`config.mk`:
```
export PLATFORM = sky130hd
export DESIGN_NAME = dds_bank_flat
export DESIGN_NICKNAME = d
export VERILOG_FILES = /design/src/rtl/dds_upd_if.sv /design/src/rtl/dds_bank.sv /design/src/flat_wrapper.sv
export SDC_FILE = /design/constraint.sdc
export NUM_CORES = 1
export LEC_CHECK = 0
export ABC_AREA = 1
export CAP_MARGIN = 30
export CORE_MARGIN = 3
export CORE_UTILIZATION = 45
export CTS_BUF_LIST = sky130_fd_sc_hd__clkbuf_2
export DETAILED_ROUTE_END_ITERATION = 16
export DONT_BUFFER_PORTS = 1
export PLACE_DENSITY = 0.7
export SLEW_MARGIN = 20
export SYNTH_ARGS = -nofsm -noshare
export SYNTH_HDL_FRONTEND = slang
export SYNTH_SLANG_ARGS = --single-unit
```
`constraint.sdc`:
```
create_clock -name i_clk -period 12.5 [get_ports i_clk]
set_input_delay 1.25 -clock i_clk [delete_from_list [all_inputs] [get_ports i_clk]]
set_output_delay 1.25 -clock i_clk [all_outputs]
set_load 0.01 [all_outputs]
```
`src/rtl/dds_upd_if.sv`:
```
// Tuning-update handshake bundle between the SPI/MIDI decoder and dds_bank.
//   valid       : update request from the decoder
//   ready       : bank can accept an update this cycle
//   voice       : target voice index (may exceed the bank size; the bank flags it)
//   delta       : new tuning word
//   phase_reset : also zero the voice phase (note-on retrigger)
interface dds_upd_if #(
    parameter int ACC_WIDTH = 32
) ();
    logic                 valid;
    logic                 ready;
    logic [7:0]           voice;
    logic [ACC_WIDTH-1:0] delta;
    logic                 phase_reset;

    modport master (output valid, voice, delta, phase_reset, input ready);
    modport slave  (input valid, voice, delta, phase_reset, output ready);
endinterface

```
`src/rtl/dds_bank.sv`:
```
// Multi-voice phase-accumulator bank.
// Once per sample tick every voice is scanned: phase[v] += delta[v], and the
// top OUT_WIDTH phase bits are emitted together with the voice index.
// Tuning updates are queued in a small FIFO and applied only while IDLE, so a
// frame always sees one consistent set of tuning words.
// Ports:
//   i_clk, i_reset       : clock, asynchronous active-high reset
//   i_sample_tick        : one-cycle pulse that starts a frame
//   upd (slave)          : tuning-update handshake (see dds_upd_if)
//   o_phase              : top phase bits of the voice just accumulated
//   o_voice_index        : voice that o_phase belongs to
//   o_valid              : o_phase/o_voice_index updated this cycle
//   o_frame_done         : accompanies the last voice's o_valid
//   o_overrun            : tick arrived while a frame was in progress
//   o_upd_err            : a popped update targeted a nonexistent voice
module dds_bank #(
    parameter int NUM_VOICES = 16,
    parameter int ACC_WIDTH  = 32,
    parameter int OUT_WIDTH  = 10,
    parameter int UPD_DEPTH  = 4,
    localparam int VW = (NUM_VOICES > 1) ? $clog2(NUM_VOICES) : 1
) (
    input  logic                 i_clk,
    input  logic                 i_reset,
    input  logic                 i_sample_tick,
    dds_upd_if.slave             upd,
    output logic [OUT_WIDTH-1:0] o_phase,
    output logic [VW-1:0]        o_voice_index,
    output logic                 o_valid,
    output logic                 o_frame_done,
    output logic                 o_overrun,
    output logic                 o_upd_err
);
    localparam int            AW     = $clog2(UPD_DEPTH);
    localparam logic [VW-1:0] LAST_V = VW'(NUM_VOICES - 1);

    typedef enum logic [1:0] {
        S_INIT  = 2'd0,
        S_IDLE  = 2'd1,
        S_READ  = 2'd2,
        S_ACCUM = 2'd3
    } state_t;

    state_t        state_r, state_s;
    // Shared index: init sweep counter in INIT, current voice in READ/ACCUM.
    logic [VW-1:0] vidx_r, vidx_s;

    logic [ACC_WIDTH-1:0] phase_mem_r [NUM_VOICES];
    logic [ACC_WIDTH-1:0] delta_mem_r [NUM_VOICES];
    logic [ACC_WIDTH-1:0] rd_phase_r, rd_delta_r;
    logic [ACC_WIDTH-1:0] sum_s;

    logic                 wr_phase_en_s, wr_delta_en_s;
    logic [VW-1:0]        wr_addr_s;
    logic [ACC_WIDTH-1:0] wr_phase_s, wr_delta_s;

    // Update FIFO: pointers carry one extra wrap bit to tell full from empty.
    logic [7:0]           fifo_voice_r [UPD_DEPTH];
    logic [ACC_WIDTH-1:0] fifo_delta_r [UPD_DEPTH];
    logic                 fifo_prst_r  [UPD_DEPTH];
    logic [AW:0]          wr_ptr_r, rd_ptr_r, count_s;
    logic                 full_s, empty_s, push_s, pop_s, head_ok_s;
    logic [7:0]           head_voice_s;

    assign count_s      = wr_ptr_r - rd_ptr_r;
    assign full_s       = (count_s == (AW+1)'(UPD_DEPTH));
    assign empty_s      = (count_s == (AW+1)'(1'b0));
    assign upd.ready    = !full_s && (state_r != S_INIT);
    assign push_s       = upd.valid && upd.ready;
    assign head_voice_s = fifo_voice_r[rd_ptr_r[AW-1:0]];
    assign head_ok_s    = ({1'b0, head_voice_s} < 9'(NUM_VOICES));
    assign sum_s        = rd_phase_r + rd_delta_r;

    // FSM state and voice/init index register.
    always_ff @(posedge i_clk or posedge i_reset) begin
        if (i_reset) begin
            state_r <= S_INIT;
            vidx_r  <= VW'(1'b0);
        end else begin
            state_r <= state_s;
            vidx_r  <= vidx_s;
        end
    end

    // Next-state logic plus the single write port shared by INIT, pops and ACCUM.
    always_comb begin
        state_s       = state_r;
        vidx_s        = vidx_r;
        pop_s         = 1'b0;
        wr_phase_en_s = 1'b0;
        wr_delta_en_s = 1'b0;
        wr_addr_s     = vidx_r;
        wr_phase_s    = {ACC_WIDTH{1'b0}};
        wr_delta_s    = {ACC_WIDTH{1'b0}};
        case (state_r)
            S_INIT: begin
                wr_phase_en_s = 1'b1;
                wr_delta_en_s = 1'b1;
                if (vidx_r == LAST_V) begin
                    state_s = S_IDLE;
                    vidx_s  = VW'(1'b0);
                end else begin
                    vidx_s  = vidx_r + VW'(1'b1);
                end
            end
            S_IDLE: begin
                // A tick wins over a pending update so frames start on time.
                if (i_sample_tick) begin
                    state_s = S_READ;
                    vidx_s  = VW'(1'b0);
                end else if (!empty_s) begin
                    pop_s = 1'b1;
                    if (head_ok_s) begin
                        wr_addr_s     = head_voice_s[VW-1:0];
                        wr_delta_en_s = 1'b1;
                        wr_delta_s    = fifo_delta_r[rd_ptr_r[AW-1:0]];
                        wr_phase_en_s = fifo_prst_r[rd_ptr_r[AW-1:0]];
                    end else begin
                        wr_delta_en_s = 1'b0;
                    end
                end else begin
                    state_s = S_IDLE;
                end
            end
            S_READ: begin
                state_s = S_ACCUM;
            end
            S_ACCUM: begin
                wr_phase_en_s = 1'b1;
                wr_phase_s    = sum_s;
                if (vidx_r == LAST_V) begin
                    state_s = S_IDLE;
                    vidx_s  = VW'(1'b0);
                end else begin
                    state_s = S_READ;
                    vidx_s  = vidx_r + VW'(1'b1);
                end
            end
            default: begin
                state_s = S_INIT;
                vidx_s  = VW'(1'b0);
            end
        endcase
    end

    // Voice storage: synchronous arrays, cleared by the INIT sweep rather than reset.
    always_ff @(posedge i_clk) begin
        if (wr_phase_en_s) phase_mem_r[wr_addr_s] <= wr_phase_s;
        if (wr_delta_en_s) delta_mem_r[wr_addr_s] <= wr_delta_s;
        if (state_r == S_READ) begin
            rd_phase_r <= phase_mem_r[vidx_r];
            rd_delta_r <= delta_mem_r[vidx_r];
        end
    end

    // FIFO entry storage; only the pointers need reset.
    always_ff @(posedge i_clk) begin
        if (push_s) begin
            fifo_voice_r[wr_ptr_r[AW-1:0]] <= upd.voice;
            fifo_delta_r[wr_ptr_r[AW-1:0]] <= upd.delta;
            fifo_prst_r[wr_ptr_r[AW-1:0]]  <= upd.phase_reset;
        end
    end

    // FIFO pointers.
    always_ff @(posedge i_clk or posedge i_reset) begin
        if (i_reset) begin
            wr_ptr_r <= (AW+1)'(1'b0);
            rd_ptr_r <= (AW+1)'(1'b0);
        end else begin
            if (push_s) wr_ptr_r <= wr_ptr_r + (AW+1)'(1'b1);
            if (pop_s)  rd_ptr_r <= rd_ptr_r + (AW+1)'(1'b1);
        end
    end

    // Registered outputs; o_phase/o_voice_index hold between valid pulses.
    always_ff @(posedge i_clk or posedge i_reset) begin
        if (i_reset) begin
            o_phase       <= {OUT_WIDTH{1'b0}};
            o_voice_index <= VW'(1'b0);
            o_valid       <= 1'b0;
            o_frame_done  <= 1'b0;
            o_overrun     <= 1'b0;
            o_upd_err     <= 1'b0;
        end else begin
            o_valid      <= (state_r == S_ACCUM);
            o_frame_done <= (state_r == S_ACCUM) && (vidx_r == LAST_V);
            o_overrun    <= i_sample_tick && ((state_r == S_READ) || (state_r == S_ACCUM));
            o_upd_err    <= pop_s && !head_ok_s;
            if (state_r == S_ACCUM) begin
                o_phase       <= sum_s[ACC_WIDTH-1 -: OUT_WIDTH];
                o_voice_index <= vidx_r;
            end
        end
    end
endmodule

```
`src/flat_wrapper.sv`:
```
// flat-port wrapper written by rule: the top's interface ports become plain ports
module dds_bank_flat 
#(
    parameter int NUM_VOICES = 16,
    parameter int ACC_WIDTH  = 32,
    parameter int OUT_WIDTH  = 10,
    parameter int UPD_DEPTH  = 4,
    localparam int VW = (NUM_VOICES > 1) ? $clog2(NUM_VOICES) : 1
)
  (i_clk, i_reset, i_sample_tick, o_phase, o_voice_index, o_valid, o_frame_done, o_overrun, o_upd_err, upd_valid, upd_voice, upd_delta, upd_phase_reset, upd_ready);
  dds_upd_if #(.ACC_WIDTH(ACC_WIDTH)) upd_i ();
  input  logic i_clk;
  input  logic i_reset;
  input  logic i_sample_tick;
  output logic [OUT_WIDTH-1:0] o_phase;
  output logic [VW-1:0] o_voice_index;
  output logic o_valid;
  output logic o_frame_done;
  output logic o_overrun;
  output logic o_upd_err;
  input wire logic [$bits(upd_i.valid)-1:0] upd_valid;
  input wire logic [$bits(upd_i.voice)-1:0] upd_voice;
  input wire logic [$bits(upd_i.delta)-1:0] upd_delta;
  input wire logic [$bits(upd_i.phase_reset)-1:0] upd_phase_reset;
  output wire logic [$bits(upd_i.ready)-1:0] upd_ready;
  assign upd_i.valid = upd_valid;
  assign upd_i.voice = upd_voice;
  assign upd_i.delta = upd_delta;
  assign upd_i.phase_reset = upd_phase_reset;
  assign upd_ready = upd_i.ready;
  dds_bank #(.NUM_VOICES(NUM_VOICES), .ACC_WIDTH(ACC_WIDTH), .OUT_WIDTH(OUT_WIDTH), .UPD_DEPTH(UPD_DEPTH)) u_core (.i_clk(i_clk), .i_reset(i_reset), .i_sample_tick(i_sample_tick), .upd(upd_i), .o_phase(o_phase), .o_voice_index(o_voice_index), .o_valid(o_valid), .o_frame_done(o_frame_done), .o_overrun(o_overrun), .o_upd_err(o_upd_err));
endmodule
```
==> impl_results.html, run 1 <==
<table>
<tr><th>Metric</th><th>Value</th></tr>
<tr><th colspan="2">Outcome</th></tr>
<tr><td>Status</td><td>completed</td></tr>
<tr><th colspan="2">Final layout</th></tr>
<tr><td>Net count of the finished layout</td><td>4,243</td></tr>
<tr><td>Area added between synthesis and finish</td><td>10.50%</td></tr>
<tr><td>Number of fill cells in the layout</td><td>9,598</td></tr>
<tr><td>Share of cells above drive strength 1</td><td>0.1509</td></tr>
<tr><td>Post-route cell area</td><td>56,690 µm²</td></tr>
<tr><th colspan="2">Detailed routing</th></tr>
<tr><td>Detailed-route via count</td><td>33,460</td></tr>
<tr><td>Initial detailed-routing violation count</td><td>3,811</td></tr>
<tr><td>Average detailed-routed wire length per instance</td><td>21.71 µm</td></tr>
<tr><td>Count of TritonRoute iterations in the first routing pass</td><td>8</td></tr>
<tr><td>Final antenna-violating net count</td><td>0</td></tr>
<tr><td>Final WL</td><td>127,400 µm</td></tr>
<tr><td>Final routed DRC violation total</td><td>0</td></tr>
<tr><td>Routed via count divided by cell count</td><td>5.705</td></tr>
<tr><th colspan="2">Clock network</th></tr>
<tr><td>Clock sink count</td><td>1,282</td></tr>
<tr><td>Number of buffers added by the clock tree synthesis step</td><td>327</td></tr>
<tr><td>Setup bufs post-CTS</td><td>0</td></tr>
<tr><td>Clock-pin transition on the worst setup and hold timing paths</td><td>110 ps</td></tr>
<tr><td>Clock latency reported for the late side of the worst-skew pair</td><td>1540 ps</td></tr>
<tr><td>CTS Buffer Depth</td><td>4</td></tr>
<tr><td>Root Buffer</td><td>sky130_fd_sc_hd__clkbuf_2</td></tr>
<tr><td>Number of levels in the clock H-tree</td><td>5</td></tr>
<tr><td>Clock tree from TritonCTS</td><td>yes</td></tr>
<tr><th colspan="2">Logic synthesis</th></tr>
<tr><td>Xor and xnor fraction of the mapped netlist area</td><td>0.001366</td></tr>
<tr><td>Distinct cells, synth</td><td>38</td></tr>
<tr><td>Fraction of synthesized area in multiplexers</td><td>0</td></tr>
<tr><td>Area share of the largest cell type after synthesis</td><td>0.7328</td></tr>
<tr><td>Share of async-settable or async-resettable flops after synthesis</td><td>0.02340</td></tr>
<tr><td>Mapped Cells</td><td>3,928</td></tr>
<tr><td>Most common flop cell mapped by yosys</td><td>sky130_fd_sc_hd__edfxtp_1</td></tr>
<tr><td>Total nets after synthesis</td><td>4,017</td></tr>
<tr><td>Post-synthesis share of cell area spent on and, or, nand and nor gates</td><td>0.09182</td></tr>
<tr><td>Fraction of the mapped netlist area in compound gates</td><td>0.1209</td></tr>
<tr><td>Largest family of logic cells by synthesized area</td><td>compound AO/OA/AOI/OAI gates</td></tr>
<tr><td>Synth warn</td><td>0</td></tr>
<tr><td>Largest cells by area after synthesis</td><td>sky130_fd_sc_hd__edfxtp_1 73%, sky130_fd_sc_hd__o21ai_0 6.1%, sky130_fd_sc_hd__nor2_1 5.6%</td></tr>
<tr><td>Average cell area after synthesis</td><td>13.06 µm²</td></tr>
<tr><td>Cell taking the most area after synthesis</td><td>sky130_fd_sc_hd__edfxtp_1</td></tr>
<tr><td>Cell area after technology mapping</td><td>51,300 µm²</td></tr>
<tr><td>Share of the yosys chip area belonging to registers</td><td>0.7475</td></tr>
<tr><td>Post-synth EDFFs</td><td>1,252</td></tr>
<tr><td>Count of state elements after synthesis</td><td>1,282</td></tr>
<tr><td>Adder-cell share of the synthesized area</td><td>0.01088</td></tr>
<tr><th colspan="2">Floorplanning</th></tr>
<tr><td>Die footprint</td><td>118,100 µm²</td></tr>
<tr><td>Number of top-level design ports</td><td>64</td></tr>
<tr><td>Vert. Die Dim</td><td>343.6 µm</td></tr>
<tr><td>Initial Utilization</td><td>0.4548</td></tr>
<tr><td>Floorplan row count</td><td>123</td></tr>
<tr><td>Core Area</td><td>112,800 µm²</td></tr>
<tr><td>Width of the die</td><td>343.6 µm</td></tr>
<tr><th colspan="2">Worst setup path</th></tr>
<tr><td>Maximum single-stage delay on the critical path</td><td>660 ps</td></tr>
<tr><td>Critical path data arrival time</td><td>3300 ps</td></tr>
<tr><td>CP Cell Sequence</td><td>buf_4, ha_1, inv_1, a21oi_1, nand2_1, nand2_1, nand2_1, nand2_1, inv_1</td></tr>
<tr><td>Required time of the worst setup path</td><td>11,250 ps</td></tr>
<tr><td>Reg2reg path depth</td><td>7</td></tr>
<tr><td>Dominant cell type by count on the critical path</td><td>sky130_fd_sc_hd__nand2_1</td></tr>
<tr><td>Library cell contributing the largest single delay on the critical path</td><td>sky130_fd_sc_hd__buf_4</td></tr>
<tr><td>Setup CP Type</td><td>reg2out</td></tr>
<tr><td>CP Capture Type</td><td>output pin</td></tr>
<tr><td>Biggest fanout along the worst timing path</td><td>79</td></tr>
<tr><td>Type of origin of the critical path</td><td>flip-flop</td></tr>
<tr><th colspan="2">Timing</th></tr>
<tr><td>Worst-case headroom to the max-slew limit</td><td>0.3294</td></tr>
<tr><td>Sum of negative setup slack</td><td>0 ps</td></tr>
<tr><td>Final hold violation count</td><td>0</td></tr>
<tr><td>Unrepaired setup endpoints after global routing</td><td>false</td></tr>
<tr><td>Highest clock rate</td><td>0.2196 GHz</td></tr>
<tr><td>Finish-stage setup viols</td><td>0</td></tr>
<tr><td>Slew at the pin with the worst max-slew slack</td><td>1006 ps</td></tr>
<tr><td>Min Tclk post-route</td><td>4555 ps</td></tr>
<tr><td>Final period utilization</td><td>0.3644</td></tr>
<tr><td>Max-slew violation total from the final report</td><td>0</td></tr>
<tr><td>Worst clock skew on the final layout</td><td>162.2 ps</td></tr>
<tr><th colspan="2">Global routing</th></tr>
<tr><td>Initial antenna violation count</td><td>4</td></tr>
<tr><td>Vias in the first global route</td><td>32,760</td></tr>
<tr><td>Gr usage total</td><td>0.2124</td></tr>
<tr><td>Global-route wire length before repair</td><td>191,600 µm</td></tr>
<tr><td>Largest net degree at the start of global routing</td><td>195</td></tr>
<tr><td>Remaining global-route overflow</td><td>0</td></tr>
<tr><th colspan="2">Pwr</th></tr>
<tr><td>Leakage power</td><td>19.53 nW</td></tr>
<tr><td>Maximum VDD drop</td><td>191.8 µV</td></tr>
<tr><td>Power per cell area</td><td>229.2 nW/µm²</td></tr>
<tr><th colspan="2">Placement</th></tr>
<tr><td>Number of input and output port buffers inserted</td><td>0</td></tr>
<tr><td>Sum of net half-perimeters after detailed placement</td><td>67,990 µm</td></tr>
<tr><td>Area after detailed placement</td><td>53,400 µm²</td></tr>
<tr><td>Final weighted congestion in routability-driven placement</td><td>0.9012</td></tr>
<tr><th colspan="2">Job</th></tr>
<tr><td>Max-cap violation count</td><td>0</td></tr>
<tr><th colspan="2">Worst hold path</th></tr>
<tr><td>Class of the worst hold path</td><td>in2async</td></tr>
</table>
==> sequential cells by signal, summed over array words and instances, names as in the netlist <==
signal                flops
u_core.fifo_voice_r      32
u_core.o_voice_index      4
u_core.fifo_delta_r     128
u_core.wr_ptr_r           3
u_core.o_valid            1
u_core.delta_mem_r      512
u_core.state_r            2
u_core.phase_mem_r      512
u_core.o_frame_done       1
u_core.rd_phase_r        32
u_core.o_overrun          1
u_core.vidx_r             4
u_core.o_phase           10
u_core.rd_ptr_r           3
u_core.rd_delta_r        32
u_core.o_upd_err          1
u_core.fifo_prst_r        4
==> worst max-delay path, delay by kind of cell (launching register included) <==
| family | cells | cell delay [ps] |
|---|---|---|
| buffers and inverters | 3 | 800 |
| DFF | 1 | 340 |
| and+or+nand+nor | 4 | 290 |
| adders and majority gates | 1 | 270 |
| AOI/OAI and AO/OA | 1 | 120 |
==> cell type report <==
| cell class | instances | area (µm²) | area share |
|---|---|---|---|
| Tap cell | 1500 | 1877 | 0.03311 |
| Inverter | 118 | 459.2 | 0.008100 |
| Multi-Input combinational cell | 2281 | 11910 | 0.2100 |
| Timing Repair Buffer | 144 | 1345 | 0.02373 |
| Antenna cell | 4 | 10.01 | 0.0001766 |
| Sequential cell | 1282 | 38360 | 0.6767 |
| Clock inverter | 93 | 514.2 | 0.009071 |
| Clock buffer | 443 | 2217 | 0.03911 |
==> per-stage QoR <==
stage               setup WS (ps)  hold slack [ps]  power, mW  instances    util
finish                       7945            247.6      12.99       5865  0.5025
global route                 7547            41.69      13.74       5865  0.5025
CTS                          7712            40.77      12.99       5852  0.5014
detailed placement           8239            527.3      10.34       5273  0.4734
floorplan                    7716            500.2      8.783       3928       -
global placement             8358            522.6      10.20       5249  0.4704
==> cells in the final DEF (no fill, tap or decap), types with 5 or more instances in the layout <==
master                             n
sky130_fd_sc_hd__edfxtp_1       1252
sky130_fd_sc_hd__nor2_1          731
sky130_fd_sc_hd__o21ai_0         625
sky130_fd_sc_hd__clkbuf_2        443
sky130_fd_sc_hd__nand2_1         275
sky130_fd_sc_hd__o221ai_1        195
sky130_fd_sc_hd__inv_1           107
sky130_fd_sc_hd__nand3_1         106
sky130_fd_sc_hd__buf_4            86
sky130_fd_sc_hd__clkinv_1         74
sky130_fd_sc_hd__a21oi_1          67
sky130_fd_sc_hd__o22ai_1          64
sky130_fd_sc_hd__o211ai_1         61
sky130_fd_sc_hd__dlygate4sd3_1    43
sky130_fd_sc_hd__ha_1             42
sky130_fd_sc_hd__nor2_4           35
sky130_fd_sc_hd__dfrtp_1          25
sky130_fd_sc_hd__a21oi_2          20
sky130_fd_sc_hd__inv_2            14
sky130_fd_sc_hd__nor3_1            7
sky130_fd_sc_hd__xor2_1            7
sky130_fd_sc_hd__clkinv_2          7
sky130_fd_sc_hd__nor2_2            7
sky130_fd_sc_hd__nand2_2           7
sky130_fd_sc_hd__buf_12            7
sky130_fd_sc_hd__bufinv_16         6
sky130_fd_sc_hd__o21ai_1           5
==> final timing paths <==
kind                                         to               start  slack [ps]
max reg2reg                u_core.rd_delta_r[5]    u_core.vidx_r[0]        8110
min in group i_clk           u_core.wr_ptr_r[0]           upd_valid         350
max                                   upd_ready  u_core.rd_ptr_r[0]        7950
min                            u_core.o_upd_err             i_reset         250
max in group asynchronous      u_core.vidx_r[0]             i_reset       11670
min reg2reg                  u_core.wr_ptr_r[2]  u_core.wr_ptr_r[2]         540
==> cell families after synthesis <==
logic type,Yosys count
AO/OA/AOI/OAI,1043
XOR/XNOR,8
adder cells (fa/ha/maj),44
buffers and inverters,365
flip-flops,1282
AND/OR/NAND/NOR,1186
==> routing by layer <==
metal  part of all wire  global-route usage
met1               0.41              0.2901
met2               0.47              0.3351
met3              0.094             0.04677
met4              0.026             0.07961
met5            0.00010                   0
==> Yosys cell counts, drive strengths merged (2+ instances only) <==
cell type	n
dfrtp	30
o22ai	64
nor2	774
nand3	109
buf	45
nand3b	2
a21oi	87
nor4	3
nand2	285
ha	43
inv	117
o221ai	195
clkbuf	202
o21ai	630
nand4	2
nor3	9
a221oi	2
edfxtp	1252
o211ai	61
xor2	7
and2	2
==> what timing repair did <==
| item | CTS | global route |
|---|---|---|
| endpoints found under the hold margin | 198 | 0 |
| hold buffers | 43 | 0 |
| endpoints found under the setup margin | 0 | 0 |
| gates resized for setup | 0 | 0 |
==> where the power goes <==
part | internal [mW] | leakage, nW | switching [mW] | total, mW
Sequential | 5.69 | 12.0 | 0.311 | 6.00
Combinational | 1.16 | 5.45 | 3.18 | 4.33
Clock | 1.07 | 2.09 | 1.58 | 2.66
Total | 7.92 | 19.5 | 5.07 | 13.0
Power figures use the tool's default switching activity.
==> run 2, diff against run 1 <==
==> constraint.sdc (replaced) <==
create_clock -name i_clk -period 4.45 [get_ports i_clk]
set_input_delay 0.445 -clock i_clk [delete_from_list [all_inputs] [get_ports i_clk]]
set_output_delay 0.445 -clock i_clk [all_outputs]
set_load 0.01 [all_outputs]
==> impl_results.html, run 2 (synthesis results as in run 1) <==
<table>
<tr><th>Metric</th><th>Value</th></tr>
<tr><th colspan="2">Timing</th></tr>
<tr><td>Sum of negative setup slack</td><td>0 ps (unchanged)</td></tr>
<tr><td>Unrepaired setup endpoints after global routing</td><td>false</td></tr>
<tr><td>Final worst-path setup slack</td><td>1030 ps (-6915 ps)</td></tr>
<tr><td>Highest clock rate</td><td>0.2924 GHz</td></tr>
<tr><td>Slew at the pin with the worst max-slew slack</td><td>1093 ps (+87.28 ps)</td></tr>
<tr><td>Final period utilization</td><td>0.7685</td></tr>
<tr><td>Worst clock skew on the final layout</td><td>138.0 ps (-24.22 ps)</td></tr>
<tr><td>Min Tclk post-route</td><td>3420 ps</td></tr>
<tr><td>Worst-case headroom to the max-slew limit</td><td>0.2712 (-0.05818)</td></tr>
<tr><td>Final hold violation count</td><td>0 (unchanged)</td></tr>
<tr><td>Max-slew violation total from the final report</td><td>0 (unchanged)</td></tr>
<tr><td>Finish-stage setup viols</td><td>0 (unchanged)</td></tr>
<tr><th colspan="2">Clock network</th></tr>
<tr><td>Root Buffer</td><td>sky130_fd_sc_hd__clkbuf_2</td></tr>
<tr><td>Clock latency reported for the late side of the worst-skew pair</td><td>1520 ps (-20 ps)</td></tr>
<tr><td>Number of levels in the clock H-tree</td><td>5 (unchanged)</td></tr>
<tr><td>Number of buffers added by the clock tree synthesis step</td><td>317 (-3.1%)</td></tr>
<tr><td>Clock tree from TritonCTS</td><td>yes</td></tr>
<tr><td>Clock sink count</td><td>1,282 (unchanged)</td></tr>
<tr><td>CTS Buffer Depth</td><td>4 (unchanged)</td></tr>
<tr><td>Clock-pin transition on the worst setup and hold timing paths</td><td>110 ps (about the same)</td></tr>
<tr><th colspan="2">Global routing</th></tr>
<tr><td>Gr usage total</td><td>0.2192 (+0.006883)</td></tr>
<tr><td>Largest net degree at the start of global routing</td><td>209 (+7.2%)</td></tr>
<tr><td>Vias in the first global route</td><td>33,160 (+1.2%)</td></tr>
<tr><td>Global-route wire length before repair</td><td>196,800 µm (+2.7%)</td></tr>
<tr><td>Initial antenna violation count</td><td>5 (+1)</td></tr>
<tr><td>Remaining global-route overflow</td><td>0 (unchanged)</td></tr>
<tr><th colspan="2">Pwr</th></tr>
<tr><td>Power per cell area</td><td>641.5 nW/µm² (+180%)</td></tr>
<tr><td>Int Power</td><td>22.25 mW (+180%)</td></tr>
<tr><td>Net switching power</td><td>14.51 mW (+190%)</td></tr>
<tr><td>Clock group share of total power</td><td>0.201 (-0.003)</td></tr>
<tr><td>Part of the power in registers</td><td>0.458 (-0.004)</td></tr>
<tr><td>Proportion of total power due to net switching</td><td>0.3947 (+0.004163)</td></tr>
<tr><td>Maximum VDD drop</td><td>708.5 µV (+270%)</td></tr>
<tr><td>Leakage power</td><td>19.90 nW (+1.9%)</td></tr>
<tr><td>Total chip power</td><td>36.76 mW (+180%)</td></tr>
<tr><td>Combinational fraction of design power</td><td>0.342 (+0.008)</td></tr>
<tr><th colspan="2">Final layout</th></tr>
<tr><td>Post-route cell area</td><td>57,300 µm² (+1.1%)</td></tr>
<tr><td>Area added between synthesis and finish</td><td>11.68%</td></tr>
<tr><td>Most frequent standard cell in the layout excluding fill and tap cells</td><td>sky130_fd_sc_hd__edfxtp_1</td></tr>
<tr><td>Non-filler instance count after layout</td><td>5,935 (+1.2%)</td></tr>
<tr><td>Net count of the finished layout</td><td>4,315 (+1.7%)</td></tr>
<tr><td>Share of cells above drive strength 1</td><td>0.1546 (+0.003675)</td></tr>
<tr><td>Commonest non-fill, non-tap cells in the layout</td><td>1,252 x sky130_fd_sc_hd__edfxtp_1, 732 x sky130_fd_sc_hd__nor2_1, 625 x sky130_fd_sc_hd__o21ai_0</td></tr>
<tr><th colspan="2">Detailed routing</th></tr>
<tr><td>Final WL</td><td>130,100 µm (+2.2%)</td></tr>
<tr><td>Average detailed-routed wire length per instance</td><td>21.92 µm (+0.96%)</td></tr>
<tr><td>Final antenna-violating net count</td><td>0 (unchanged)</td></tr>
<tr><td>Count of TritonRoute iterations in the first routing pass</td><td>6 (-2)</td></tr>
<tr><td>Routed via count divided by cell count</td><td>5.704 (about the same)</td></tr>
<tr><td>Initial detailed-routing violation count</td><td>3,705 (-2.8%)</td></tr>
<tr><td>Final routed DRC violation total</td><td>0 (unchanged)</td></tr>
<tr><td>Detailed-route via count</td><td>33,860 (+1.2%)</td></tr>
<tr><th colspan="2">Worst hold path</th></tr>
<tr><td>Hold_sp</td><td>upd_voice[4]</td></tr>
<tr><td>Worst Hold End</td><td>u_core.fifo_voice_r[2][4]</td></tr>
<tr><td>Number of cells traversed by the worst hold path</td><td>2</td></tr>
<tr><td>Class of the worst hold path</td><td>in2reg</td></tr>
<tr><th colspan="2">Outcome</th></tr>
<tr><td>Status</td><td>completed</td></tr>
<tr><th colspan="2">Worst setup path</th></tr>
<tr><td>Biggest fanout along the worst timing path</td><td>38 (-52%)</td></tr>
<tr><td>Type of origin of the critical path</td><td>flip-flop</td></tr>
<tr><td>Slack of the worst reg-to-reg path</td><td>1030 ps (-7080 ps)</td></tr>
<tr><td>Setup CP Type</td><td>reg2reg</td></tr>
<tr><td>CP Capture Type</td><td>flip-flop</td></tr>
<tr><td>Startpoint of the worst-slack reg-to-reg timing path</td><td>u_core.rd_ptr_r[0]</td></tr>
<tr><td>Critical path data arrival time</td><td>4530 ps (+1230 ps)</td></tr>
<tr><td>Required time of the worst setup path</td><td>5560 ps (-5690 ps)</td></tr>
<tr><td>End of the worst register-to-register path</td><td>u_core.phase_mem_r[11][15]</td></tr>
<tr><td>Reg2reg path depth</td><td>11 (+4)</td></tr>
<tr><th colspan="2">Placement</th></tr>
<tr><td>Pre-CTS setup slack</td><td>1163 ps (-7076 ps)</td></tr>
<tr><td>Sum of net half-perimeters after detailed placement</td><td>73,940 µm (+8.7%)</td></tr>
<tr><td>Area after detailed placement</td><td>53,620 µm² (+0.42%)</td></tr>
<tr><td>Final weighted congestion in routability-driven placement</td><td>0.9171 (+1.8%)</td></tr>
<tr><td>Total placed cells including tap cells</td><td>5,310 (+0.70%)</td></tr>
<tr><td>Number of input and output port buffers inserted</td><td>0 (unchanged)</td></tr>
<tr><th colspan="2">Floorplanning</th></tr>
<tr><td>Core Area</td><td>112,800 µm² (unchanged)</td></tr>
<tr><td>Initial Utilization</td><td>0.4548 (unchanged)</td></tr>
<tr><td>Width of the die</td><td>343.6 µm (unchanged)</td></tr>
<tr><td>Floorplan row count</td><td>123 (unchanged)</td></tr>
<tr><td>Number of top-level design ports</td><td>64 (unchanged)</td></tr>
<tr><td>Vert. Die Dim</td><td>343.6 µm (unchanged)</td></tr>
<tr><td>Die footprint</td><td>118,100 µm² (unchanged)</td></tr>
<tr><th colspan="2">Job</th></tr>
<tr><td>Max-cap violation count</td><td>0 (unchanged)</td></tr>
</table>
run 2: layer usage:
| metal | vias up | GRT usage | routed length, µm |
|---|---|---|---|
| met5 | - | 0 | 0 |
| met4 | 0 | 0.07596 | 2900 |
| met3 | 195 | 0.04694 | 11690 |
| met2 | 1672 | 0.3509 | 62530 |
| met1 | 16610 | 0.2987 | 53000 |
| li1 | 15380 | - | - |
run 2: critical path: stages, from the launching register on:
cell	delay [ps]
sky130_fd_sc_hd__dfrtp_2	460
sky130_fd_sc_hd__buf_4	270
sky130_fd_sc_hd__nor2_1	160
sky130_fd_sc_hd__nand3b_1	110
sky130_fd_sc_hd__nand3_2	110
sky130_fd_sc_hd__nand2_4	100
sky130_fd_sc_hd__nor2_8	200
sky130_fd_sc_hd__nand2_1	70
sky130_fd_sc_hd__nand2_1	70
sky130_fd_sc_hd__nand2_2	450
sky130_fd_sc_hd__nor2_4	750
sky130_fd_sc_hd__buf_12	250
run 2: worst max-delay path by stage:
stage / startpoint / endpoint / slack, ps / cells past startpoint
after detailed placement: u_core.wr_ptr_r[0] / u_core.delta_mem_r[15][5] / 1160 / 15
final: u_core.rd_ptr_r[0] / u_core.phase_mem_r[11][15] / 1030 / 11
after global placement: u_core.rd_ptr_r[1] / u_core.delta_mem_r[7][7] / 1180 / 14
after global routing: u_core.rd_ptr_r[0] / u_core.phase_mem_r[1][2] / 850 / 14
after CTS: u_core.wr_ptr_r[1] / upd_ready / 940 / 8
after floorplan: u_core.rd_ptr_r[1] / u_core.delta_mem_r[0][0] / -330 / 15
run 2: final cells by class:
type	count	area, µm²
repair buffers	226	2087
multi-input cells	2281	11840
diodes	3	7.507
fillers	9439	55510
flip-flops and latches	1282	38360
well taps	1500	1877
inverters	118	459.2
clock buffers	460	2302
clock inverters	65	357.8
run 2: timing repair:
| action | in CTS | in global routing |
|---|---|---|
| setup buffers | 0 | 0 |
| resized for setup | 0 | 0 |
| hold buffers | 94 | 0 |
| endpoints found under the hold margin | 697 | 0 |
run 2: stage by stage:
| stage | utilization | hold slack, ps |
|---|---|---|
| 6_report | 0.5079 | 216.1 |
| 4_1_cts | 0.5073 | 0.7027 |
| 3_3_place_gp | 0.4749 | 522.5 |
| 2_1_floorplan | - | 500.2 |
| 5_1_grt | 0.5079 | 64.25 |
| 3_5_place_dp | 0.4753 | 308.6 |
run 2: power groups by stage:
stage                     sequential (mW)  clock, mW  combinational [mW]
after CTS                            16.8       7.53                12.4
after detailed placement             17.1          0                12.3
after global routing                 16.9       8.21                13.8
final                                16.8       7.38                12.6
after global placement               17.1          0                12.1
after floorplan                      16.6          0                8.03
